## src/rtl/reloj_hora_pkg.sv

```systemverilog
`default_nettype none
// ============================================================================
// Module      : reloj_hora_pkg
// Description : Shared constants, alarm FSM encoding and BCD helper for the
//               time-of-day / alarm core.
//               Contents: SEG_MAX/MIN_MAX/HORA_MAX BCD limits, estado_t,
//               bcd_inc() two-digit BCD increment with wrap at a limit.
// Revision    : 1.0  initial release
// ============================================================================
package reloj_hora_pkg;

  localparam logic [7:0] SEG_MAX  = 8'h59;
  localparam logic [7:0] MIN_MAX  = 8'h59;
  localparam logic [7:0] HORA_MAX = 8'h23;

  typedef enum logic [0:0] {
    IDLE    = 1'b0,
    SONANDO = 1'b1
  } estado_t;

  // Two-digit BCD increment; returns 00 once the limit is reached so a
  // value with a nibble above 9 can never be produced from a valid input.
  function automatic logic [7:0] bcd_inc(input logic [7:0] val,
                                         input logic [7:0] max);
    logic [7:0] res;
    if (val == max) begin
      res = 8'h00;
    end else if (val[3:0] == 4'd9) begin
      res = {val[7:4] + 4'd1, 4'd0};
    end else begin
      res = {val[7:4], val[3:0] + 4'd1};
    end
    return res;
  endfunction

endpackage : reloj_hora_pkg
`default_nettype wire

```

## src/rtl/reloj_hora_if.sv

```systemverilog
`default_nettype none
// ============================================================================
// Module      : reloj_hora_if
// Description : Control and display bus of the time-of-day / alarm core.
//               Inputs to the core : tick_in, set_hora, set_alarma, inc_min,
//                                    inc_hora, alarma_en, apagar
//               Outputs of the core: hh, mm, ss, al_hh, al_mm (BCD), alarma
//               master = stimulus/controller side, slave = core side.
// Revision    : 1.0  initial release
// ============================================================================
interface reloj_hora_if;

  logic       tick_in;
  logic       set_hora;
  logic       set_alarma;
  logic       inc_min;
  logic       inc_hora;
  logic       alarma_en;
  logic       apagar;
  logic [7:0] hh;
  logic [7:0] mm;
  logic [7:0] ss;
  logic [7:0] al_hh;
  logic [7:0] al_mm;
  logic       alarma;

  modport master (
    output tick_in, set_hora, set_alarma, inc_min, inc_hora, alarma_en, apagar,
    input  hh, mm, ss, al_hh, al_mm, alarma
  );

  modport slave (
    input  tick_in, set_hora, set_alarma, inc_min, inc_hora, alarma_en, apagar,
    output hh, mm, ss, al_hh, al_mm, alarma
  );

endinterface : reloj_hora_if
`default_nettype wire

```

## src/rtl/reloj_hora_contador_bcd.sv

```systemverilog
`default_nettype none
// ============================================================================
// Module      : reloj_hora_contador_bcd
// Description : Two-digit BCD counter 00..MAX with synchronous clear.
//               reloje : clock          rstn  : sync reset, active-low
//               inc    : +1 request     clr   : load 00 (wins over inc)
//               value  : registered BCD count
//               wrap   : high in the cycle an inc takes value MAX -> 00
// Revision    : 1.0  initial release
// ============================================================================
module reloj_hora_contador_bcd
  import reloj_hora_pkg::*;
#(
  parameter logic [7:0] MAX     = 8'h59,
  parameter logic [7:0] RST_VAL = 8'h00
) (
  input  wire logic       reloje,
  input  wire logic       rstn,
  input  wire logic       inc,
  input  wire logic       clr,
  output logic      [7:0] value,
  output logic            wrap
);

  logic [7:0] r_value;

  always_ff @(posedge reloje) begin
    if (!rstn) begin
      r_value <= RST_VAL;
    end else if (clr) begin
      r_value <= 8'h00;
    end else if (inc) begin
      r_value <= bcd_inc(r_value, MAX);
    end
  end

  // Combinational so the next digit pair advances on the same edge; the
  // carry ripples through the whole hh:mm:ss chain in one cycle.
  assign wrap  = inc & ~clr & (r_value == MAX);
  assign value = r_value;

endmodule : reloj_hora_contador_bcd
`default_nettype wire

```

## src/rtl/reloj_hora.sv

```systemverilog
`default_nettype none
// ============================================================================
// Module      : reloj_hora
// Description : Time-of-day (hh:mm:ss BCD, 24 h) and alarm core.
//               reloje : system clock      rstn : sync reset, active-low
//               bus    : reloj_hora_if.slave
//                 in : tick_in (1 Hz level), set_hora, set_alarma,
//                      inc_min, inc_hora, alarma_en, apagar
//                 out: hh, mm, ss, al_hh, al_mm, alarma (all registered)
// Revision    : 1.0  initial release
// ============================================================================
module reloj_hora
  import reloj_hora_pkg::*;
#(
  parameter int unsigned ALARM_SECS  = 60,
  parameter logic [7:0]  HORA_AL_RST = 8'h06
) (
  input  wire logic    reloje,
  input  wire logic    rstn,
  reloj_hora_if.slave  bus
);

  localparam logic [7:0] c_alarm_last = 8'(ALARM_SECS - 1);

  // --------------------------------------------------------------------------
  // Second tick detection
  // --------------------------------------------------------------------------
  logic       r_sync1;
  logic       r_sync2;
  logic       r_edge;
  logic [1:0] r_vld;
  logic       w_sec_pulse;

  // r_vld tracks when r_sync2 first carries a real sample of tick_in. Until
  // then the edge flop is held at 1, so a tick_in already high when reset is
  // released is treated as "old" and never produces a pulse.
  always_ff @(posedge reloje) begin
    if (!rstn) begin
      r_sync1 <= 1'b0;
      r_sync2 <= 1'b0;
      r_edge  <= 1'b1;
      r_vld   <= 2'b00;
    end else begin
      r_sync1 <= bus.tick_in;
      r_sync2 <= r_sync1;
      r_vld   <= {r_vld[0], 1'b1};
      r_edge  <= r_vld[1] ? r_sync2 : 1'b1;
    end
  end

  assign w_sec_pulse = r_sync2 & ~r_edge;

  // --------------------------------------------------------------------------
  // Time and alarm registers
  // --------------------------------------------------------------------------
  logic       w_run;
  logic       w_al_set;
  logic       w_ss_wrap;
  logic       w_mm_wrap;
  logic       w_hh_wrap;
  logic       w_alm_wrap;
  logic       w_alh_wrap;
  logic       w_mm_inc;
  logic       w_hh_inc;
  logic [7:0] w_ss;
  logic [7:0] w_mm;
  logic [7:0] w_hh;
  logic [7:0] w_al_mm;
  logic [7:0] w_al_hh;

  assign w_run    = w_sec_pulse & ~bus.set_hora;
  assign w_al_set = bus.set_alarma & ~bus.set_hora;

  // In time-set mode the minute wrap must not reach the hours.
  assign w_mm_inc = w_ss_wrap | (bus.set_hora & bus.inc_min);
  assign w_hh_inc = (w_mm_wrap & ~bus.set_hora) | (bus.set_hora & bus.inc_hora);

  reloj_hora_contador_bcd #(.MAX(SEG_MAX), .RST_VAL(8'h00)) u_ss (
    .reloje (reloje),
    .rstn   (rstn),
    .inc    (w_run),
    .clr    (bus.set_hora),
    .value  (w_ss),
    .wrap   (w_ss_wrap)
  );

  reloj_hora_contador_bcd #(.MAX(MIN_MAX), .RST_VAL(8'h00)) u_mm (
    .reloje (reloje),
    .rstn   (rstn),
    .inc    (w_mm_inc),
    .clr    (1'b0),
    .value  (w_mm),
    .wrap   (w_mm_wrap)
  );

  reloj_hora_contador_bcd #(.MAX(HORA_MAX), .RST_VAL(8'h00)) u_hh (
    .reloje (reloje),
    .rstn   (rstn),
    .inc    (w_hh_inc),
    .clr    (1'b0),
    .value  (w_hh),
    .wrap   (w_hh_wrap)
  );

  reloj_hora_contador_bcd #(.MAX(MIN_MAX), .RST_VAL(8'h00)) u_al_mm (
    .reloje (reloje),
    .rstn   (rstn),
    .inc    (w_al_set & bus.inc_min),
    .clr    (1'b0),
    .value  (w_al_mm),
    .wrap   (w_alm_wrap)
  );

  reloj_hora_contador_bcd #(.MAX(HORA_MAX), .RST_VAL(HORA_AL_RST)) u_al_hh (
    .reloje (reloje),
    .rstn   (rstn),
    .inc    (w_al_set & bus.inc_hora),
    .clr    (1'b0),
    .value  (w_al_hh),
    .wrap   (w_alh_wrap)
  );

  // Day rollover and the alarm digit wraps carry nowhere.
  logic w_unused_wraps;
  assign w_unused_wraps = ^{w_hh_wrap, w_alm_wrap, w_alh_wrap};

  // --------------------------------------------------------------------------
  // Alarm FSM
  // --------------------------------------------------------------------------
  logic       r_tick_upd;
  logic       w_match;
  estado_t    r_estado;
  estado_t    w_estado_nx;
  logic [7:0] r_cnt;
  logic [7:0] w_cnt_nx;

  // Marks that the time registers were just advanced by a real second, so a
  // match created by manual setting never starts the buzzer.
  always_ff @(posedge reloje) begin
    if (!rstn) begin
      r_tick_upd <= 1'b0;
    end else begin
      r_tick_upd <= w_run;
    end
  end

  assign w_match = (w_hh == w_al_hh) && (w_mm == w_al_mm) && (w_ss == 8'h00);

  always_ff @(posedge reloje) begin
    if (!rstn) begin
      r_estado <= IDLE;
      r_cnt    <= 8'd0;
    end else begin
      r_estado <= w_estado_nx;
      r_cnt    <= w_cnt_nx;
    end
  end

  always_comb begin
    w_estado_nx = r_estado;
    w_cnt_nx    = r_cnt;
    case (r_estado)
      IDLE: begin
        w_cnt_nx = 8'd0;
        if (r_tick_upd && w_match && bus.alarma_en && !bus.set_hora) begin
          w_estado_nx = SONANDO;
        end
      end
      SONANDO: begin
        if (bus.apagar || !bus.alarma_en) begin
          w_estado_nx = IDLE;
          w_cnt_nx    = 8'd0;
        end else if (w_sec_pulse) begin
          // Leave on the edge the count would reach ALARM_SECS.
          if (r_cnt == c_alarm_last) begin
            w_estado_nx = IDLE;
            w_cnt_nx    = 8'd0;
          end else begin
            w_cnt_nx = r_cnt + 8'd1;
          end
        end
      end
      default: begin
        w_estado_nx = IDLE;
        w_cnt_nx    = 8'd0;
      end
    endcase
  end

  // --------------------------------------------------------------------------
  // Outputs (all straight from flops)
  // --------------------------------------------------------------------------
  assign bus.hh     = w_hh;
  assign bus.mm     = w_mm;
  assign bus.ss     = w_ss;
  assign bus.al_hh  = w_al_hh;
  assign bus.al_mm  = w_al_mm;
  assign bus.alarma = (r_estado == SONANDO);

endmodule : reloj_hora
`default_nettype wire

```

## src/flat_wrapper.sv

```systemverilog
// flat-port wrapper written by rule: the top's interface ports become plain ports
module reloj_hora_flat import reloj_hora_pkg::*;
#(
  parameter int unsigned ALARM_SECS  = 60,
  parameter logic [7:0]  HORA_AL_RST = 8'h06
)
  (reloje, rstn, bus_tick_in, bus_set_hora, bus_set_alarma, bus_inc_min, bus_inc_hora, bus_alarma_en, bus_apagar, bus_hh, bus_mm, bus_ss, bus_al_hh, bus_al_mm, bus_alarma);
  reloj_hora_if bus_i ();
  input  wire logic reloje;
  input  wire logic rstn;
  input wire logic [$bits(bus_i.tick_in)-1:0] bus_tick_in;
  input wire logic [$bits(bus_i.set_hora)-1:0] bus_set_hora;
  input wire logic [$bits(bus_i.set_alarma)-1:0] bus_set_alarma;
  input wire logic [$bits(bus_i.inc_min)-1:0] bus_inc_min;
  input wire logic [$bits(bus_i.inc_hora)-1:0] bus_inc_hora;
  input wire logic [$bits(bus_i.alarma_en)-1:0] bus_alarma_en;
  input wire logic [$bits(bus_i.apagar)-1:0] bus_apagar;
  output wire logic [$bits(bus_i.hh)-1:0] bus_hh;
  output wire logic [$bits(bus_i.mm)-1:0] bus_mm;
  output wire logic [$bits(bus_i.ss)-1:0] bus_ss;
  output wire logic [$bits(bus_i.al_hh)-1:0] bus_al_hh;
  output wire logic [$bits(bus_i.al_mm)-1:0] bus_al_mm;
  output wire logic [$bits(bus_i.alarma)-1:0] bus_alarma;
  assign bus_i.tick_in = bus_tick_in;
  assign bus_i.set_hora = bus_set_hora;
  assign bus_i.set_alarma = bus_set_alarma;
  assign bus_i.inc_min = bus_inc_min;
  assign bus_i.inc_hora = bus_inc_hora;
  assign bus_i.alarma_en = bus_alarma_en;
  assign bus_i.apagar = bus_apagar;
  assign bus_hh = bus_i.hh;
  assign bus_mm = bus_i.mm;
  assign bus_ss = bus_i.ss;
  assign bus_al_hh = bus_i.al_hh;
  assign bus_al_mm = bus_i.al_mm;
  assign bus_alarma = bus_i.alarma;
  reloj_hora #(.ALARM_SECS(ALARM_SECS), .HORA_AL_RST(HORA_AL_RST)) u_core (.reloje(reloje), .rstn(rstn), .bus(bus_i));
endmodule
```

## config.mk

```make
export PLATFORM = sky130hd
export DESIGN_NAME = reloj_hora_flat
export DESIGN_NICKNAME = d
export VERILOG_FILES = /design/src/rtl/reloj_hora_pkg.sv /design/src/rtl/reloj_hora_if.sv /design/src/rtl/reloj_hora_contador_bcd.sv /design/src/rtl/reloj_hora.sv /design/src/flat_wrapper.sv
export SDC_FILE = /design/constraint.sdc
export NUM_CORES = 1
export LEC_CHECK = 0
export BUFFER_PORTS_ARGS = -buffer_cell sky130_fd_sc_hd__buf_2
export CAP_MARGIN = 20
export CORE_MARGIN = 5
export CORE_UTILIZATION = 45
export CTS_BUF_LIST = sky130_fd_sc_hd__clkbuf_4
export DETAILED_ROUTE_END_ITERATION = 8
export PLACE_DENSITY = 0.66
export SKIP_LAST_GASP = 1
export SLEW_MARGIN = 30
export SYNTH_ARGS = -nofsm -noshare
export SYNTH_HDL_FRONTEND = slang
export SYNTH_SLANG_ARGS = --single-unit
export TNS_END_PERCENT = 10
```

## constraint.sdc

```tcl
create_clock -name reloje -period 2.55 [get_ports reloje]
set_input_delay 0.1275 -clock reloje [delete_from_list [all_inputs] [get_ports reloje]]
set_output_delay 0.1275 -clock reloje [all_outputs]
set_load 0.005 [all_outputs]
```

Yosys cells after proc, flatten, opt, wreduce, memory -nomap -nowiden
Index checks and enable logic that the tools add are counted.

Bitwise logic cells: 17. Reduce and logical (&&, ||, !) cells: 21. Shift operators: 0. Order comparisons: 0. Add/subtract/negate cells: 11. Multiplexer cells: 20. Divide/modulo/power cells: 0. Multiply operators: 0. Eq/ne operators: 14.

Operators with widths (count): $mux W8 (13); $add A4 B1 Y4 const B (10); $eq A8 B6 Y1 const B (3); $eq A8 B7 Y1 const B (3); $eq A4 B4 Y1 const B (5); $eq A8 B8 Y1 (2); $pmux W8 S2 (1); $reduce_and A2 Y1 (6); $and A1 B1 Y1 (11); $reduce_bool A2 Y1 (5); $add A8 B1 Y8 const B (1); $logic_not A8 Y1 (1); $logic_and A1 B1 Y1 (5); $mux W1 (5); $not A1 Y1 (4); $ne A3 B2 Y1 const B (1); $logic_not A1 Y1 (2); $or A1 B1 Y1 (2); $pmux W1 S2 (1); $reduce_or A2 Y1 (1); $logic_or A1 B1 Y1 (1).

Logic and storage cells: 101. Latch bits: 0. Bits in read-only memories: 0. Bits in writable memories: 0. Bits in registers: 55. Memories kept: 0. Output and inout bits: 41.

Depth between registers and ports, before layout
Gate-level depths: netlist (run 1).

Depth in word-level cells: 10. Depth in mapped cells: 8. Mapped depth without buffers: 7.

Hierarchy
Synthesis (run 1) repeated with hierarchy kept, for this count alone.

Cells, all modules: 340. Area, all modules: 3133.0 um2.

By module, submodules not included: reloj_hora_contador_bcd (u_core.u_al_mm ...) (area an instance 447.9 um2, times used 3, cells an instance 49, seq. area each 160.2 um2); reloj_hora (area an instance 867.1 um2, times used 1, cells an instance 91, seq. area each 300.3 um2); reloj_hora_contador_bcd (u_core.u_al_hh) (area an instance 473.0 um2, times used 1, cells an instance 52, seq. area each 160.2 um2); reloj_hora_contador_bcd (u_core.u_hh) (area an instance 449.2 um2, times used 1, cells an instance 50, seq. area each 160.2 um2).

Worst setup path before layout (run 1)
No wires, ideal clock.

Kind: reg-to-reg. Start point: reg u_core.u_ss.r_value[4], in the netlist u_core.u_ss.value[4]. End point: reg u_core.u_mm.r_value[7], in the netlist u_core.u_mm.value[7]. Slack: 597 ps. Library setup time: 72 ps. Stages on the path, launching flop included: 7. Clock period less this slack: 1953 ps. Required time: 2478 ps. Data arrival time: 1882 ps. Cell sequence: dfxtp_1 ha_1 or2b_2 o31ai_4 nand2_4 or4_1 a21oi_1.

Longest elaborated chain between the ends: 4.

RTL lines: start: declaration (RTL line reloj_hora_contador_bcd.sv:25) `logic [7:0] r_value;`; start signal: assignment (RTL line reloj_hora_contador_bcd.sv:33) `r_value <= bcd_inc(r_value, MAX);`; $eq A8 B7 Y1 (RTL line reloj_hora_contador_bcd.sv:39) `assign wrap = inc & ~clr & (r_value == MAX);`; $and A1 B1 Y1 (RTL line reloj_hora_contador_bcd.sv:39); $or A1 B1 Y1 (RTL line reloj_hora.sv:75) `assign w_mm_inc = w_ss_wrap | (bus.set_hora & bus.inc_min);`; $reduce_and A2 Y1 (no source line); end signal: assignment (RTL line reloj_hora_contador_bcd.sv:33); end: declaration (RTL line reloj_hora_contador_bcd.sv:25).

Every way passes these cells. A chain may end at the register's enable or synchronous reset.

Worst setup path in the final report (run 1)
Start point: reg u_core.u_ss.r_value[4], in the netlist u_core.u_ss.value[4]. End point: reg u_core.u_hh.r_value[3], in the netlist u_core.u_hh.value[3].

Longest elaborated chain between the ends: 6.

RTL lines: $eq A8 B7 Y1 (RTL line reloj_hora_contador_bcd.sv:39); $and A1 B1 Y1 (RTL line reloj_hora_contador_bcd.sv:39); $or A1 B1 Y1 (RTL line reloj_hora.sv:75); $and A1 B1 Y1 (RTL line reloj_hora_contador_bcd.sv:39); $and A1 B1 Y1 (RTL line reloj_hora.sv:76) `assign w_hh_inc = (w_mm_wrap & ~bus.set_hora) | (bus.set_hora & bus.inc_hora);`; $or A1 B1 Y1 (RTL line reloj_hora.sv:76); end signal: assignment (RTL line reloj_hora_contador_bcd.sv:33); end: declaration (RTL line reloj_hora_contador_bcd.sv:25).

Every way passes these cells.

==> metrics.md, run 1 <==
| Metric | Value |
|---|---|
| Run status | finished clean |
| Die width | 90.5 um |
| Pwr Total | 1350 uW |
| Reg2reg path depth | 7 |
| Post-CTS Setup Bufs | 0 |
| FMAX | 462 MHz |
| ANT nets after route | 0 |
| CTS buffer count | 5 |
| WS Path Type | flip-flop to flip-flop |
| Initial Utilization | 46.2% |
| Htree depth | 2 |
| Largest net degree at the start of global routing | 19 |
| Power density cells | 408 mW/mm2 |
| Global-route wire length before repair | 10.7 mm |
| WHS Path Cells | 1 |
| Slew Limit Headroom | 62.8% |
| Final nets | 414 |
| Syn_area_per_cell | 8.83 um2 |
| Setup TNS | 0 ps |
| Synth Area in Compound Gates | 10.2% |
| Bufs and invs on worst path | 1 |
| Least-Margin Pin Slew | 554 ps |
| Reg-to-Reg Start | u_core.u_ss.value[4] |
| Crit path depth | 7 |
| Worst path arrival time | 2460 ps |
| Post-synth top flop | dfxtp_1 |
| Die area | 0.00819 mm2 |
| Cell family with most CP delay | simple AND/OR/NAND/NOR gates |
| Antenna cell count | 0 |
| Wire length per cell | 13.6 um |
| First DRT Iteration DRCs | 96 |
| Post-Synth Simple-Gate Area | 27.6% |
| Post-synth top area share | 37.8% |
| Num rows | 29 |
| RSZ-0062 raised after global routing | no |
| Proportion of synthesized area in mux cells | 1.80% |
| Max-cap viol count | 0 |
| Area leader, netlist | dfxtp_1 |
| Element type at the critical path start | flip-flop |
| Worst skew pair latency | 370 ps |
| Worst Hold Class | primary input to flip-flop |
| Initial antenna violation count | 0 |
| Tmin final | 2160 ps |
| Vias in the first global route | 2282 |
| Gr usage total | 15.6% |
| Post-Syn Instances | 330 |
| Layout cells sized above 1 | 19.8% |
| # DRC | 0 |
| Vias per cell | 5.25 |
| CP Max Fanout | 8 |
| Root Buffer | clkbuf_4 |
| Async set-reset flop share out of synthesis | 0% |
| Ys Warns | 0 |
| Synth Register Bits | 55 |
| IO buf count | 49 |
| Sequential-to-total area share from yosys stat | 37.8% |
| RePlAce Congestion | 0.841 |
| Placed cell area | 0.00324 mm2 |
| CP Data Required Time | 2850 ps |
| Min-delay src | rstn |
| DP HPWL | 4.80 mm |
| Number of clock sinks | 55 |
| Slowest cell on crit path | dfxtp_1 |
| Top cells by count, synth | dfxtp_1, nor2_1, nand2_1 |
| Clock skew | 4.82 ps |
| Worst VDD drop | 0.209 mV |
| Final Util | 52.3% |
| Critical-path cell list | ha_1, or2b_2, nor3_1, a41oi_1, buf_4, or3_1, a21oi_1 |
| Adder-Cell Fraction of Synth Area | 9.87% |
| I/O pins | 50 |
| DR vias | 2416 |
| Finished Cell Area | 0.00330 mm2 |
| Synthesized area | 0.00292 mm2 |
| XOR/XNOR Fraction of Synth Area | 9.61% |
| Total congestion overflow | 0 |
| Core area | 0.00631 mm2 |
| 1st-pass router iterations | 4 |
| TritonCTS clock tree | yes |
| Lkg Pwr | 0.00151 uW |
| Syn_nets | 362 |
| Worst setup path startpoint | u_core.u_ss.value[4] |
| CP endpoint kind | flip-flop |
| Final period util | 84.9% |
| PostCTS Resize Cnt | 0 |
| EDFF count, synth | 0 |
| Synth unique cells | 53 |
| Final wirelength | 6.25 mm |
| CTS clk-pin slew, worst paths | 140 ps |
| Area Overhead vs Synth | 13.3% |
| Fin. Hold Viols | 0 |
| Combinational family with the most area after synthesis | simple AND/OR/NAND/NOR gates |
| Max incr delay on CP | 440 ps |
| Die height | 90.5 um |
| Most frequent cell after synthesis | dfxtp_1 |
| Clock buffer depth | 2 |
| Top post-synthesis cells by area | dfxtp_1, ha_1, xor2_1 |
| Setup violators final | 0 |
| Final slew viol count | 0 |
==> metrics by stage <==
step	setup WS, ps	std cells	hold slack, ps
after floorplan	597	330	155
after global placement	488	451	335
after CTS	371	460	44.2
after global routing	198	460	16.9
final	385	460	64.2
after detailed placement	395	451	340
==> worst reg2reg max path: stages, from the launching register on <==
cell,delay (ps)
dfxtp_1,440
ha_1,170
or2b_2,330
nor3_1,210
a41oi_1,240
buf_4,220
or3_1,340
a21oi_1,140
==> per-layer routing <==
layer	share of wire (%)	global-route usage, %	vias to the layer above
li1	-	-	1248
met1	45	19.2	1122
met2	49	26.5	40
met3	5.0	4.83	6
met4	0.93	3.72	0
met5	0	0	-
==> sequential cells by signal, indices dropped and copies added, names as in the netlist, 2 cells and up <==
name and cells:
u_core.r_cnt 8, u_core.r_vld 2, u_core.u_al_hh.value 8, u_core.u_al_mm.value 8, u_core.u_hh.value 8, u_core.u_mm.value 8, u_core.u_ss.value 8
==> kinds of logic (layout without fill, tap and decap cells) <==
| group | after synthesis | in the layout |
|---|---|---|
| AND/OR/NAND/NOR | 144 | 144 |
| flip-flops | 55 | 55 |
| AO/OA/AOI/OAI | 47 | 47 |
| XOR/XNOR | 32 | 32 |
| buffers and inverters | 24 | 77 |
| adder cells (fa/ha/maj) | 23 | 23 |
| multiplexers | 5 | 5 |
==> timing repair <==
item                                    CTS  global route
hold endpoints to repair                  1             0
endpoints found under the setup margin    0             0
hold buffers                              1             0
==> worst paths after layout <==
| check | to | slack (ps) |
|---|---|---|
| setup / recovery | u_core.u_hh.value[3] | 390 |
| hold / removal | u_core.r_vld[0] | 60 |
| setup reg to reg | u_core.u_hh.value[3] | 390 |
| hold reg to reg | u_core.r_edge | 410 |
==> layout make-up <==
| type | instances | area, um2 |
|---|---|---|
| sequential | 55 | 1100 |
| multi-input combinational | 251 | 1720 |
| fill | 625 | 3010 |
| clock buffer | 6 | 45.0 |
| inverter | 18 | 67.6 |
| clock inverter | 2 | 7.51 |
| tap | 77 | 96.3 |
| timing repair buffer | 51 | 263 |
==> report_power, final <==
group          internal, uW  switching [uW]  leakage [uW]  total (uW)
combinational          38.3            48.6       0.00104        86.8
clock                   114             258     0.0000307         372
sequential              871            16.3      0.000445         888
==> cell usage in the layout (no fill, tap or decap), drive strengths merged, types with 3 or more instances in the layout <==
master / netlist / layout
xor2: 26 / 26
or3b: 3 / 3
xnor2: 6 / 6
nand4: 6 / 6
nor2: 41 / 41
inv: 17 / 17
or4: 3 / 3
buf: 1 / 50
nor4: 5 / 5
and3: 3 / 3
or3: 5 / 5
nor3: 7 / 7
a21oi: 16 / 16
nand3: 11 / 11
ha: 23 / 23
nand4b: 4 / 4
mux2i: 3 / 3
clkinv: 1 / 3
o21ai: 15 / 15
nand2: 31 / 31
a311oi: 3 / 3
dfxtp: 55 / 55
and2: 6 / 6
clkbuf: 5 / 6
and3b: 7 / 7
(Power assumes the default switching activity.)
==> run 2: changes to the inputs <==
--- a/config.mk
+++ b/config.mk
@@ -11,7 +11,7 @@
 export CORE_UTILIZATION = 45
 export CTS_BUF_LIST = sky130_fd_sc_hd__clkbuf_4
 export DETAILED_ROUTE_END_ITERATION = 8
-export PLACE_DENSITY = 0.66
+export PLACE_DENSITY = 0.69
 export SKIP_LAST_GASP = 1
 export SLEW_MARGIN = 30
 export SYNTH_ARGS = -nofsm -noshare
==> constraint.sdc (replaced) <==
create_clock -name reloje -period 1.9 [get_ports reloje]
set_input_delay 0.095 -clock reloje [delete_from_list [all_inputs] [get_ports reloje]]
set_output_delay 0.095 -clock reloje [all_outputs]
set_load 0.005 [all_outputs]
==> run 2 against run 1 <==
Compared with the run above:
- setup slack got worse by 420 ps
- register-to-register slack lost 420 ps
- power increased by 57%
- sequential power up 34%
- the flow now finishes with violations (negative setup slack)
- wire length up 8.2%
- final area grew 10%
- via count rose by 6.1%
- die area stayed put
- cell count grew 6.7%
- sequential cell count unchanged
- first-iteration DRC count rose by 10%
==> metrics.md, run 2 (synthesis gave the netlist of run 1 again) <==
| Metric | Value |
|---|---|
| Run status | finished with violations |
| Failing checks | negative setup slack |
| RePlAce Congestion | 0.824 |
| DP Worst Slack | -59.7 ps |
| Initial Utilization | 46.2% |
| Area Overhead vs Synth | 25.1% |
| Element type at the critical path start | flip-flop |
| Post-Layout Cell Count | 491 |
| Final slew viol count | 0 |
| I/O pins | 50 |
| Worst R2R End | u_core.u_mm.value[5] |
| Worst path arrival time | 2260 ps |
| DP HPWL | 5.10 mm |
| Reg2reg path depth | 8 |
| Global-route wire length before repair | 11.4 mm |
| Core area | 0.00631 mm2 |
| TritonCTS clock tree | yes |
| Final nets | 445 |
| CP Max Fanout | 6 |
| FMAX | 517 MHz |
| Setup violators final | 4 |
| Multi-input gate area in the final layout | 0.00176 mm2 |
| Vias per cell | 5.22 |
| Final wirelength | 6.77 mm |
| Lkg Pwr | 0.00170 uW |
| Worst skew pair latency | 370 ps |
| IO buf count | 49 |
| Most frequent cells in the layout | dfxtp_1, buf_2, nor2_1 |
| Finished Cell Area | 0.00365 mm2 |
| Total congestion overflow | 0 |
| Gr usage total | 16.3% |
| Least-Margin Pin Slew | 411 ps |
| Die height | 90.5 um |
| First DRT Iteration DRCs | 106 |
| Clock buffer depth | 2 |
| Commonest non-fill, non-tap cell in the layout | dfxtp_1 |
| 1st-pass router iterations | 4 |
| Num rows | 29 |
| Final worst setup slack | -35.9 ps |
| FILL cells | 593 |
| ANT nets after route | 0 |
| WS Path Type | flip-flop to flip-flop |
| Tmin final | 1940 ps |
| Clock skew | 8.21 ps |
| Number of clock sinks | 55 |
| Setup TNS | -106 ps |
| CP Data Required Time | 2220 ps |
| Slew Limit Headroom | 72.5% |
| Fin. Hold Viols | 0 |
| Final period util | 102% |
| Layout cells sized above 1 | 28.7% |
| WHS Path Cells | 5 |
| Initial antenna violation count | 0 |
| RSZ-0062 raised after global routing | yes |
| Min-Delay Endpoint | u_core.bus.alarma |
| Root Buffer | clkbuf_4 |
| Die area | 0.00819 mm2 |
| CTS clk-pin slew, worst paths | 160 ps |
| Max-cap viol count | 0 |
| Htree depth | 2 |
| CP endpoint kind | flip-flop |
| Vias in the first global route | 2445 |
| Die width | 90.5 um |
| Register area | 0.00110 mm2 |
| Reg-to-Reg Start | u_core.u_ss.value[5] |
| Power density cells | 580 mW/mm2 |
| Antenna cell count | 0 |
| Critical-path cell list | inv_2, ha_4, or2b_4, buf_6, o31ai_4, nand2_4, or3_2, a21oi_2 |
| DR vias | 2563 |
| Max incr delay on CP | 430 ps |
| Wire length per cell | 13.8 um |
| Worst VDD drop | 0.336 mV |
| R2R setup slack | -40 ps |
| # DRC | 0 |
| Largest net degree at the start of global routing | 19 |
| CTS buffer count | 5 |
| Worst Hold Class | primary input to flip-flop |
| Post-Place Cells | 477 |
| Placed cell area | 0.00344 mm2 |
| Min-delay src | bus_alarma_en |
| Slowest cell on crit path | or3_2 |
==> run 2: changes by cell type in the layout (fill, tap and decap cells not counted), moves of 3 or more <==
| cell | delta |
|---|---|
| dfxtp_2 | +3 |
| buf_6 | +3 |
| buf_4 | +27 |
| dfxtp_1 | -3 |
==> run 2: layer usage <==
layer / track usage (%) / part of all wire (%) / wire length [um] / up-vias
met4: 2.73 / 0.31 / 21 / 0
met5: 0 / 0 / 0 / -
met1: 20.7 / 46 / 3110 / 1204
met3: 4.08 / 4.7 / 319 / 2
li1: - / - / - / 1309
met2: 28.3 / 49 / 3320 / 48
==> run 2: worst max-delay path by stage <==
stage          cells past startpoint  slack, ps                  from              endpoint
6_report                           8        -40  u_core.u_ss.value[5]  u_core.u_mm.value[5]
5_1_grt                            8       -100  u_core.u_ss.value[5]  u_core.u_mm.value[7]
4_1_cts                            8        -40  u_core.u_ss.value[5]  u_core.u_hh.value[4]
3_5_place_dp                       8        -60  u_core.u_ss.value[5]  u_core.u_hh.value[4]
3_3_place_gp                       8        -10  u_core.u_ss.value[5]  u_core.u_hh.value[2]
2_1_floorplan                      7         10  u_core.u_ss.value[5]  u_core.u_mm.value[7]
==> run 2: what timing repair did <==
action / 4_1_cts / 5_1_grt
resized for setup: 4 / 8
endpoints found under the hold margin: 1 / 1
buffers inserted: 0 / 4
endpoints found under the setup margin: 8 / 11
cloned: 0 / 0
pin swaps: 4 / 5
hold buffers: 1 / 1
==> run 2: per-stage QoR <==
| stage | power (uW) | util [%] | hold slack (ps) |
|---|---|---|---|
| floorplan | 1290 | - | 123 |
| global placement | 1340 | 54.5 | 309 |
| detailed placement | 1340 | 54.5 | 314 |
| CTS | 2130 | 56.5 | 0.112 |
| global route | 2190 | 57.7 | 195 |
| finish | 2110 | 57.7 | 113 |
==> run 2: area by class of cell <==
class | count | share of cell area, %
Clock inverter | 3 | 1.85
Timing Repair Buffer | 82 | 14.0
Clock buffer | 5 | 1.03
Tap cell | 77 | 2.64
Multi-Input combinational cell | 251 | 48.4
Inverter | 18 | 1.85
Sequential cell | 55 | 30.3
==> run 2: where the power goes <==
| group | internal, uW | switching [uW] |
|---|---|---|
| registers | 1170 | 17.7 |
| logic | 66.2 | 74.3 |
| clock network | 409 | 378 |
==> run 2: critical path: cells and delay by family, from the launching register on <==
kind | cells | cell delay [ps]
AOI/OAI and AO/OA | 2 | 430
buffers and inverters | 2 | 180
DFF | 1 | 360
and+or+nand+nor | 3 | 790
adders and majority gates | 1 | 110
==> run 3: changes to the inputs <==
--- a/config.mk
+++ b/config.mk
@@ -11,7 +11,8 @@
 export CORE_UTILIZATION = 45
 export CTS_BUF_LIST = sky130_fd_sc_hd__clkbuf_4
 export DETAILED_ROUTE_END_ITERATION = 8
-export PLACE_DENSITY = 0.69
+export MAX_ROUTING_LAYER = met4
+export PLACE_DENSITY_LB_ADDON = 0.2
 export SKIP_LAST_GASP = 1
 export SLEW_MARGIN = 30
 export SYNTH_ARGS = -nofsm -noshare
==> run 3 against run 2 <==
Compared with the run above:
- the run now ends clean
- sequential share of layout area increased by 1.0 points
- wire length decreased by 2.1%
- register-to-register slack improved by 110 ps
- highest routed layer unchanged
- sequential power about the same
- non-clock buffer count decreased by 7
- clock power decreased by 36%
- setup slack improved by 110 ps
==> metrics.md, run 3 (synthesis gave the netlist of run 1 again) <==
| Metric | Value |
|---|---|
| Run status | finished clean |
| Fin. Hold Viols | 0 |
| Worst skew pair latency | 380 ps |
| CP endpoint | u_core.u_hh.value[7] |
| Placed cell area | 0.00342 mm2 |
| Final wirelength | 6.63 mm |
| FMAX | 548 MHz |
| Antenna cell count | 0 |
| First DRT Iteration DRCs | 81 |
| Worst path arrival time | 2140 ps |
| Power density cells | 519 mW/mm2 |
| CP endpoint kind | flip-flop |
| Clock skew | 14.4 ps |
| WS Path Type | flip-flop to flip-flop |
| Die area | 0.00819 mm2 |
| Setup violators final | 0 |
| 1st-pass router iterations | 4 |
| Final period util | 96.0% |
| R2R setup slack | 80 ps |
| Least-Margin Pin Slew | 402 ps |
| ANT nets after route | 0 |
| Power share of the combinational group | 7.5% |
| Largest net degree at the start of global routing | 18 |
| IO buf count | 49 |
| RSZ-0062 raised after global routing | yes |
| Commonest non-fill, non-tap cell in the layout | dfxtp_1 |
| Total congestion overflow | 0 |
| Most frequent cells in the layout | dfxtp_1, buf_2, nor2_1 |
| Max-cap viol count | 0 |
| Element type at the critical path start | flip-flop |
| Wire length per cell | 13.7 um |
| Gr usage total | 17.3% |
| Worst setup path startpoint | u_core.u_ss.value[5] |
| I/O pins | 50 |
| Vias per cell | 5.26 |
| Layout cells sized above 1 | 26.3% |
| Worst Hold Class | primary input to flip-flop |
| TritonCTS clock tree | yes |
| CTS clk-pin slew, worst paths | 150 ps |
| # DRC | 0 |
| DP HPWL | 5.07 mm |
| Initial antenna violation count | 0 |
| Clock buffer depth | 2 |
| Cell internal pwr | 1390 uW |
| Final Util | 55.8% |
| Die height | 90.5 um |
| Die width | 90.5 um |
| Clk pwr share | 27.5% |
| Worst VDD drop | 0.373 mV |
| CP Data Required Time | 2210 ps |
| FILL cells | 616 |
| DR vias | 2544 |
| Pwr Total | 1830 uW |
| CP Max Fanout | 4 |
| Lkg Pwr | 0.00166 uW |
| Slew Limit Headroom | 73.1% |
| Sw Share | 24.2% |
| Num rows | 29 |
| Area Overhead vs Synth | 20.8% |
| Sw Pwr | 442 uW |
| Tmin final | 1820 ps |
| Setup TNS | 0 ps |
| Vias in the first global route | 2486 |
| Reg2reg path depth | 7 |
| Root Buffer | clkbuf_4 |
| Worst R2R End | u_core.u_hh.value[7] |
| Flop pwr share | 65.0% |
| Register area | 0.00110 mm2 |
| Initial Utilization | 46.2% |
| RePlAce Congestion | 0.875 |
| Worst hold slack | 115 ps |
| Final slew viol count | 0 |
| CTS buffer count | 5 |
| Final nets | 438 |
| Htree depth | 2 |
| Core area | 0.00631 mm2 |
| Multi-input gate area in the final layout | 0.00175 mm2 |
| Number of clock sinks | 55 |
| Global-route wire length before repair | 11.7 mm |
| Reg-to-Reg Start | u_core.u_ss.value[5] |
| Finished Cell Area | 0.00352 mm2 |
[run 3: cell types whose count changed in the layout (fill, tap and decap cells not counted), sizes merged]
cell	change
buf	-7
bufinv	-2
clkinv	+2
clkbuf	+1
clkinvlp	-1
[run 3: layout make-up]
class | instances | area share (%)
Multi-Input combinational cell | 251 | 49.8
Sequential cell | 55 | 31.3
Timing Repair Buffer | 75 | 12.8
Tap cell | 77 | 2.74
Inverter | 18 | 1.92
Clock buffer | 6 | 1.28
Clock inverter | 2 | 0.213
[run 3: power groups by stage]
stage	Combinational (uW)	Clock, uW	Sequential, uW
floorplan	73.2	0	1210
global placement	132	0	1210
detailed placement	134	0	1210
CTS	138	530	1190
global route	156	575	1190
finish	138	503	1190
[run 3: worst min-delay path by stage]
stage | start | endpoint | slack, ps | depth (start not counted)
3_3_place_gp | bus_tick_in | u_core.r_sync1 | 310 | 2
2_1_floorplan | rstn | u_core.r_vld[0] | 120 | 0
5_1_grt | bus_alarma_en | u_core.bus.alarma | 160 | 5
6_report | bus_alarma_en | u_core.bus.alarma | 110 | 5
4_1_cts | bus_alarma_en | u_core.bus.alarma | 100 | 5
3_5_place_dp | bus_tick_in | u_core.r_sync1 | 320 | 2
[run 3: worst max-delay path, cell delays in order, from the launching register on]
cell and delay, ps:
dfxtp_2 350, inv_2 50, ha_1 120, or2b_4 280
nor3_4 140, a41oi_2 190, or4_1 540, o211ai_1 100
[run 3: per-layer routing]
layer | vias to the layer above | share of wire, % | track usage [%]
met3 | 8 | 4.8 | 4.00
li1 | 1303 | - | -
met5 | - | 0 | -
met2 | 47 | 49 | 28.4
met4 | 0 | 1.4 | 5.96
met1 | 1186 | 45 | 20.9
[run 3: stage by stage]
step	setup slack, ps	std cells
after detailed placement	4.94	474
after CTS	9.99	484
after floorplan	12.6	330
after global placement	64.7	474
after global routing	-40.4	484
final	75.2	484
[run 3: repair_timing]
item | in CTS | in global routing
setup buffers | 0 | 0
gates resized for setup | 2 | 5
setup endpoints to repair | 2 | 9
hold buffers | 2 | 0
pin swaps | 0 | 3
hold endpoints to repair | 2 | 0
